--- src/rtl/mux_pkg.sv ---
// Shared types and helpers for the pipelined N-to-1 word selector.
package mux_pkg;

    localparam int          BEAT_DATA_W          = 32;
    localparam logic [31:0] ILLEGAL_FILL_DEFAULT = 32'h0;

    typedef struct packed {
        logic [BEAT_DATA_W-1:0] data;
        logic                   sel_err;
    } beat_t;

    // Minimum select width needed to address 'value' inputs.
    function automatic int clog2(input int value);
        int result;
        result = 0;
        while ((1 << result) < value) begin
            result++;
        end
        return result;
    endfunction

endpackage

--- src/rtl/skid_reg.sv ---
// One-entry skid buffer: holds a beat that arrived while the main register was stalled.
module skid_reg #(
    parameter int WIDTH = 33
) (
    input  logic             clk,
    input  logic             reset_n,
    input  logic             load_i,
    input  logic             unload_i,
    input  logic [WIDTH-1:0] data_i,
    output logic [WIDTH-1:0] data_o,
    output logic             valid_o
);

    logic [WIDTH-1:0] data_q;
    logic             valid_q;

    always_ff @(posedge clk or negedge reset_n) begin
        if (!reset_n) begin
            data_q  <= '0;
            valid_q <= 1'b0;
        end else if (load_i) begin
            data_q  <= data_i;
            valid_q <= 1'b1;
        end else if (unload_i) begin
            valid_q <= 1'b0;
        end
    end

    assign data_o  = data_q;
    assign valid_o = valid_q;

endmodule

--- src/rtl/mux_nto1_pipe.sv ---
// Registered N-to-1 word selector with valid/ready handshake, skid entry and
// illegal-select reporting (fill value, error flag, saturating counter).
module mux_nto1_pipe
    import mux_pkg::*;
#(
    parameter int               WIDTH        = 32,
    parameter int               N_IN         = 6,
    parameter int               SEL_W        = 3,
    parameter logic [WIDTH-1:0] ILLEGAL_FILL = WIDTH'(ILLEGAL_FILL_DEFAULT),
    parameter int               ERR_CNT_W    = 8
) (
    input  logic                  clk,
    input  logic                  reset_n,
    input  logic [N_IN*WIDTH-1:0] in_data,
    input  logic [SEL_W-1:0]      in_sel,
    input  logic                  in_valid,
    output logic                  in_ready,
    output logic [WIDTH-1:0]      out_data,
    output logic                  out_sel_err,
    output logic                  out_valid,
    input  logic                  out_ready,
    output logic [ERR_CNT_W-1:0]  err_count,
    input  logic                  err_clear
);

    if (SEL_W < clog2(N_IN) || N_IN < 2 || N_IN > 16) begin : g_param_check
        $error("mux_nto1_pipe: N_IN must be 2..16 and addressable by SEL_W");
    end

    logic [WIDTH-1:0]     in_words [N_IN];
    logic [WIDTH-1:0]     sel_word;
    logic                 sel_hit;
    logic [WIDTH:0]       in_beat;
    logic [WIDTH:0]       main_q, main_d;
    logic                 main_valid_q, main_valid_d;
    logic                 ready_q, ready_d;
    logic [ERR_CNT_W-1:0] err_count_q, err_count_d;
    logic [WIDTH:0]       skid_data;
    logic                 skid_valid;
    logic                 accept, main_free, skid_load, skid_unload, err_inc;

    for (genvar gi = 0; gi < N_IN; gi++) begin : g_words
        assign in_words[gi] = in_data[gi*WIDTH +: WIDTH];
    end

    // Unmatched selects fall through to the fill value, so out_data never sees X.
    always_comb begin
        sel_word = ILLEGAL_FILL;
        sel_hit  = 1'b0;
        for (int k = 0; k < N_IN; k++) begin
            if (in_sel == SEL_W'(k)) begin
                sel_word = in_words[k];
                sel_hit  = 1'b1;
            end
        end
    end

    assign in_beat     = {~sel_hit, sel_word};
    assign accept      = in_valid & ready_q;
    assign main_free   = ~main_valid_q | out_ready;
    assign skid_load   = accept & ~main_free;
    assign skid_unload = main_free & skid_valid;

    skid_reg #(
        .WIDTH(WIDTH + 1)
    ) u_skid (
        .clk     (clk),
        .reset_n (reset_n),
        .load_i  (skid_load),
        .unload_i(skid_unload),
        .data_i  (in_beat),
        .data_o  (skid_data),
        .valid_o (skid_valid)
    );

    // The skid entry is older than any incoming beat, so it refills main first.
    always_comb begin
        main_d       = main_q;
        main_valid_d = main_valid_q;
        if (main_free) begin
            if (skid_valid) begin
                main_d       = skid_data;
                main_valid_d = 1'b1;
            end else if (accept) begin
                main_d       = in_beat;
                main_valid_d = 1'b1;
            end else begin
                main_valid_d = 1'b0;
            end
        end
    end

    assign ready_d     = ~(skid_load | (skid_valid & ~skid_unload));
    assign err_inc     = accept & ~sel_hit & ~(&err_count_q);
    assign err_count_d = err_clear ? '0 : err_count_q + ERR_CNT_W'(err_inc);

    always_ff @(posedge clk or negedge reset_n) begin
        if (!reset_n) begin
            main_q       <= '0;
            main_valid_q <= 1'b0;
            ready_q      <= 1'b0;
            err_count_q  <= '0;
        end else begin
            main_q       <= main_d;
            main_valid_q <= main_valid_d;
            ready_q      <= ready_d;
            err_count_q  <= err_count_d;
        end
    end

    assign in_ready    = ready_q;
    assign out_data    = main_q[WIDTH-1:0];
    assign out_sel_err = main_q[WIDTH];
    assign out_valid   = main_valid_q;
    assign err_count   = err_count_q;

endmodule
--- config.mk ---
export PLATFORM = sky130hd
export DESIGN_NAME = mux_nto1_pipe
export DESIGN_NICKNAME = d
export VERILOG_FILES = /design/src/rtl/mux_pkg.sv /design/src/rtl/skid_reg.sv /design/src/rtl/mux_nto1_pipe.sv
export SDC_FILE = /design/constraint.sdc
export NUM_CORES = 1
export LEC_CHECK = 0
export ABC_AREA = 0
export CAP_MARGIN = 10
export CORE_UTILIZATION = 44
export CTS_BUF_LIST = sky130_fd_sc_hd__clkbuf_8
export CTS_CLUSTER_SIZE = 30
export DETAILED_ROUTE_END_ITERATION = 10
export PLACE_DENSITY_LB_ADDON = 0.25
export SLEW_MARGIN = 20
export SYNTH_ARGS = -nofsm -noshare
export SYNTH_HDL_FRONTEND = slang
export SYNTH_HIERARCHICAL = 1
export SYNTH_SLANG_ARGS = --single-unit
export TNS_END_PERCENT = 50
--- constraint.sdc ---
create_clock -name clk -period 2.27 [get_ports clk]
set_clock_uncertainty 0.05 [all_clocks]
set_input_delay 0.454 -clock clk [delete_from_list [all_inputs] [get_ports clk]]
set_output_delay 0.454 -clock clk [all_outputs]
set_load 0.1 [all_outputs]
==> run metrics, run 1 <==
outcome finished clean; total core area 0.0122 mm2; dominant cells by area after synthesis dfrtp_1 35%, mux2i_1 14%, mux2_4 8.1%, nor2_1 6.7%, a211oi_2 4.0%; layout cells sized above 1 ~22%; Final Non-Filler Cells between 900 and 1000; commonest non-fill, non-tap cell in the layout clkdlybuf4s50_1; P per Cell Area 1070 mW/mm2; number of diodes 0; CTS Root Cell clkbuf_8; setup TNS 0 ps; Max VDD drop between 500 and 600 uV; initial core utilization 45.9%; 1st-pass router iterations 4; DRC Markers 0; Worst-Skew Late Latency about 340 ps; vias in the first global route 5469; syn_nets ~770; first-pass GRT wire length about 26000 um; Worst Path Max Fanout 3; row cnt 40; CP Data Required Time around 2400 ps; Die Y 115 um; # Max-Cap Violations 0; dpl cells around 960; Final setup viols 0; Chip Width about 110 um; Area Overhead vs Synth 48.5%; CTS tree done; total CTS buffers 9; Lkg Pwr ~0.0036 uW; Sink Count a little under 80; Hold Crit Class in2async; Worst-Margin Slew 678 ps; # IOs ~240; RD Place Congestion between 0.8 and 0.9; Setup CP Type in2reg; Antenna Nets Post-Route 0; Seq/Total Area, Yosys 34.5%; Yosys reg bits just under 80; Final Total Pwr 8870 uW; syn_area_per_cell approximately 10 um2; Iteration-0 DRC Markers approximately 270; setup repair bufs after CTS 0; dpl hpwl 12500 um; Detailed Route WL between 15000 and 20000 um; Avg WL per Cell around 17 um; Synth Cell Area between 0.005 and 0.006 mm2; Vias just over 5000; most frequent cells in the layout 195 x clkdlybuf4s50_1, 97 x nor2_1, 76 x mux2i_1, 73 x dfrtp_1, 66 x buf_4; RSZ-0062 raised after global routing false; FMAX between 500 and 600 MHz; post-cts resize count 0; # port buffers approximately 240; CTS Buffer Depth 2; endpoint type of the worst setup path flop; Final Critical Period around 1800 ps; initial antenna violation count 1; Mapped Cells roughly 560; Reg clk slew, reported paths approximately 80 ps; H-tree depth 3; nets@finish ~1000; Distinct cells, synth 42; total global routing overflow 0; Final period util 80.7%; Synth Warn # 6; Hold Buf Count CTS 0; crit path launch type input port; die area around 0.013 mm2; WP data arrival ~2000 ps; leading area contributor after synthesis dfrtp_1; Slew Viols, Final 0; total track usage between 20 and 30%; via-per-instance ratio 5.32; Synth top area share about a third; final-report hold violation count 0; largest net degree at the start of global routing between 50 and 60; Slew headroom a little over half
-- synthesized netlist by cell type (all sizes together) --
library cell	count
a211oi	36
a21o	1
a21oi	33
a221o	1
a22oi	14
a31oi	1
and2	1
and3	2
and4	1
and4bb	15
buf	31
clkbuf	16
dfrtp	77
ha	2
inv	16
mux2	35
mux2i	76
nand2	19
nand2b	3
nand3	3
nand4	2
nor2	100
nor2b	5
nor3	1
nor3b	18
nor4bb	3
o211ai	1
o21ai	32
o22ai	13
xnor2	1
xor2	5
-- cell families (layout without fill, tap and decap cells) --
group / Yosys count / after routing / share of synthesized area (%)
xor gates and xnor gates: 6 / 6 / 0.942
DFF: 77 / 77 / 34.5
and+or+nand+nor: 173 / 173 / 16.4
muxes: 111 / 111 / 22.7
AOI/OAI and AO/OA: 132 / 132 / 16.8
adders and majority gates: 2 / 2 / 0.449
buffers and inverters: 63 / 303 / 8.23
-- final cells by class --
cell class              instances  area (um2)
flip-flops and latches         77        1930
repair buffers                271        2620
inverters                      16        60.1
well taps                     168         210
clock inverters                 3        65.1
multi-input cells             424        3220
fillers                       996        3880
clock buffers                  13         179
-- registers in the layout, summed over array words and instances, names as in the netlist --
register	count
err_count	8
in_ready	1
main_q	33
out_valid	1
u_skid/data_o	33
u_skid/valid_o	1
-- worst max-delay path: stages --
cell,delay [ps]
clkdlybuf4s50_1,520
nand4_1,140
a31oi_1,170
ha_1,190
ha_1,210
nand3_1,100
xor2_1,150
nor2_1,60
-- power breakdown --
group,internal [uW],switching [uW]
clock,738,489
sequential,1990,397
combinational,1710,3540
total,4440,4430
-- worst paths after layout --
path | from | to | slack [ps] | depth (start not counted)
max in group asynchronous | reset_n | main_q[12] | 1480 | 2
worst min register to register | u_skid/data_o[20] | u_skid/data_o[20] | 470 | 1
worst max-delay path | in_valid | err_count[4] | 440 | 8
worst min-delay path | reset_n | main_q[18] | 70 | 1
worst max register to register | err_count[2] | err_count[4] | 510 | 7
min in group clk | u_skid/data_o[20] | u_skid/data_o[20] | 470 | 1
-- through the flow --
step                      hold slack (ps)  worst slack [ps]  instance area (um2)  utilization [%]
final                                71.8               438                 8280             68.1
after CTS                            89.5               451                 8280             68.1
after floorplan                       108              11.7                 5580                -
after global placement                441               129                 8040             66.1
after detailed placement              444              85.2                 8040             66.1
after global routing                  112               341                 8280             68.1
-- routing by layer --
metal / part of all wire (%) / track usage, % / vias to the layer above / wire length, um
met3: 8.7 / 5.93 / 22 / 1430
met1: 40 / 29.0 / 2433 / 6590
met4: 1.5 / 9.18 / 2 / 243
met2: 49 / 45.5 / 215 / 8070
li1: - / - / 2496 / -
met5: 0.11 / 0 / - / 18
(Power assumes the default switching activity.)
==> run 2: changes to the inputs <==
CORE_UTILIZATION = 40   (was 44)
clock period = 1.5 ns   (was 2.27 ns; I/O delays follow)
==> run 2 against run 1 <==
The flow now finishes with violations (negative setup slack); worst hold slack gained 390 ps; sequential power grew 63%; total power grew 70%; core utilization grew 3.0 points; count of clock-buffer cells in the layout grew 1; combinational power grew 84%; non-clock buffer count grew 58; register-to-register slack lost 640 ps; setup slack lost 570 ps; routed wire length grew 7.9%; global-route usage shrank 0.22 points; critical path depth shrank 1.
==> run metrics, run 2 (synthesis results as in run 1) <==
outcome finished, violations left (was finished clean); failing checks negative setup slack; DRC Markers 0 (unchanged); WP depth 7 (was 8); # IOs 243 (unchanged); commonest non-fill, non-tap cell in the layout clkdlybuf4s50_1 (unchanged); 1st-pass router iterations 4 (unchanged); FMAX around 600 MHz; Avg WL per Cell 17.0 um (was 16.8 um); Worst Path Max Fanout 3 (unchanged); Critical Path Source err_count[1] (was in_valid); Hold Crit Class in2async (unchanged); Die Y 120 um (was 115 um); Slew Viols, Final 0 (unchanged); Final setup viols 19 (was 0); Fill cells 951 (was 996); CTS Root Cell clkbuf_8 (unchanged); endpoint type of the worst setup path flop (unchanged); row cnt 42 (was 40); Sink Count 77 (unchanged); setup TNS -619 ps (was 0 ps); WP data arrival 1840 ps (was 2000 ps); Detailed Route WL 17600 um (was 16300 um); Final Critical Period about 1600 ps; final-report hold violation count 0 (unchanged); RD Place Congestion 0.838 (was 0.813); Worst-Skew Late Latency 340 ps (about the same); Iteration-0 DRC Markers 196 (was 266); total CTS buffers 9 (unchanged); RSZ-0062 raised after global routing true (was false); Crit path max-delay family flip-flops (was buffers and inverters); Worst path most repeated cell ha_4 (was ha_1); largest net degree at the start of global routing 78 (was 52); via-per-instance ratio 5.18 (was 5.32); die area 0.0144 mm2 (was 0.0131 mm2); Reg clk slew, reported paths 80 ps (about the same); reg2reg setup slack -130 ps (was 510 ps); reg2reg start err_count[1] (was err_count[2]); Setup CP Type reg2reg (was in2reg); CP Data Required Time 1700 ps (was 2440 ps); Multi-input gate area 0.00334 mm2 (was 0.00322 mm2); Worst Reg-to-Reg Cells 7 (unchanged); Chip Width 120 um (was 115 um); dpl hpwl 13300 um (was 12500 um); total core area 0.0134 mm2 (was 0.0122 mm2); nets@finish 1059 (was 1001); layout cells sized above 1 29.5% (was 22.3%); FF+latch area 0.00196 mm2 (was 0.00193 mm2); Final period util 109%; first-pass GRT wire length 28300 um (was 26000 um); # Max-Cap Violations 0 (unchanged); total global routing overflow 0 (unchanged); Slew headroom 70.4% (was 54.8%); most frequent cells in the layout 194 x clkdlybuf4s50_1, 97 x nor2_1, 76 x mux2i_1, 67 x dfrtp_1, 64 x buf_4 (was 195 x clkdlybuf4s50_1, 97 x nor2_1, 76 x mux2i_1, 73 x dfrtp_1, 66 x buf_4); CTS tree done (unchanged); number of diodes 0 (unchanged); Critical-path top delay cell dfrtp_4 (was clkdlybuf4s50_1); crit path launch type flop (was input port); total track usage 25.0% (was 25.2%); # port buffers 242 (unchanged); Antenna Nets Post-Route 0 (unchanged); Largest stage delay, worst path 490 ps (was 520 ps); Fin Hold WS 461 ps (was 71.8 ps); last element of the critical path err_count[6] (was err_count[4]); initial antenna violation count 0 (was 1); Critical Path, Cell by Cell and3_4 -> a31oi_4 -> ha_4 -> ha_4 -> nand2_2 -> xor2_1 -> nor2_1 (was clkdlybuf4s50_1 -> nand4_1 -> a31oi_1 -> ha_1 -> ha_1 -> nand3_1 -> xor2_1 -> nor2_1); CTS Buffer Depth 2 (unchanged); Final Total Pwr 15100 uW (was 8870 uW); Worst-Margin Slew 444 ps (was 678 ps); initial core utilization 41.6% (was 45.9%); Vias 5367 (was 5168); Buf/Inv on CP 0 (was 1); H-tree depth 3 (unchanged); P per Cell Area 1580 mW/mm2 (was 1070 mW/mm2); Max VDD drop 723 uV (was 541 uV); r2r endpoint err_count[6] (was err_count[4]); Setup WS post-layout -133 ps (was 438 ps); Lkg Pwr 0.00412 uW (was 0.00359 uW); vias in the first global route 5647 (was 5469); Area Overhead vs Synth 70.8% (was 48.5%)
run 2: cell types whose count changed in the layout (fill, tap and decap cells not counted), moves of 4 or more:
| cell | previous run | this run |
|---|---|---|
| buf_12 | 8 | 57 |
| buf_6 | 0 | 8 |
| dfrtp_1 | 73 | 67 |
| dfrtp_4 | 0 | 7 |
| o22ai_1 | 13 | 9 |
| o22ai_2 | 0 | 4 |
run 2: worst min path at each step:
stage,start,to,slack [ps],cells past startpoint
after floorplan,reset_n,err_count[0],-50,0
after global placement,reset_n,main_q[6],310,2
after detailed placement,reset_n,main_q[8],310,2
after CTS,u_skid/data_o[23],u_skid/data_o[23],470,1
after global routing,u_skid/data_o[28],u_skid/data_o[28],480,1
final,reset_n,main_q[4],460,3
run 2: report_power, final:
| group | internal (uW) | switching [uW] |
|---|---|---|
| Sequential | 3030 | 855 |
| Clock | 814 | 703 |
| Combinational | 4140 | 5510 |
run 2: layout make-up:
cell class	count	area share, %
Multi-Input combinational cell	424	35.0
Clock buffer	14	2.02
Inverter	16	0.630
Timing Repair Buffer	329	39.4
Tap cell	176	2.31
Clock inverter	1	0.0394
Sequential cell	77	20.5
run 2: worst reg2reg max path, stage by stage (launching register included):
cell and delay (ps):
dfrtp_4 490, and3_4 160, a31oi_4 190, ha_4 180, ha_4 150, nand2_2 50, xor2_1 140, nor2_1 140
run 2: metrics by stage:
step / instance area (um2) / worst slack (ps) / std cells / util (%)
5_1_grt: 9530 / -195 / 1037 / 71.1
3_5_place_dp: 9100 / -528 / 1014 / 67.9
2_1_floorplan: 5670 / -353 / 564 / -
3_3_place_gp: 9100 / -445 / 1014 / 67.9
6_report: 9530 / -133 / 1037 / 71.1
4_1_cts: 9450 / -121 / 1035 / 70.5
run 2: timing repair:
| item | 4_1_cts | 5_1_grt |
|---|---|---|
| cloned | 2 | 1 |
| hold buffers | 1 | 0 |
| setup buffers | 3 | 2 |
| pin swaps | 4 | 3 |
| endpoints found under the setup margin | 30 | 76 |
| resized for setup | 14 | 13 |
| endpoints found under the hold margin | 77 | 0 |
run 2: layer usage:
layer / routed length, um / track usage, % / part of all wire [%]
met1: 7040 / 29.3 / 40
met3: 1610 / 6.65 / 9.1
met5: 0 / 0 / 0
met2: 8860 / 45.0 / 50
met4: 129 / 5.94 / 0.73
==> run 3: changes to the inputs <==
SLEW_MARGIN = 10   (was 20)
==> results of run 3 <==
Final layout, timing and power as in run 2 (identical DEF).
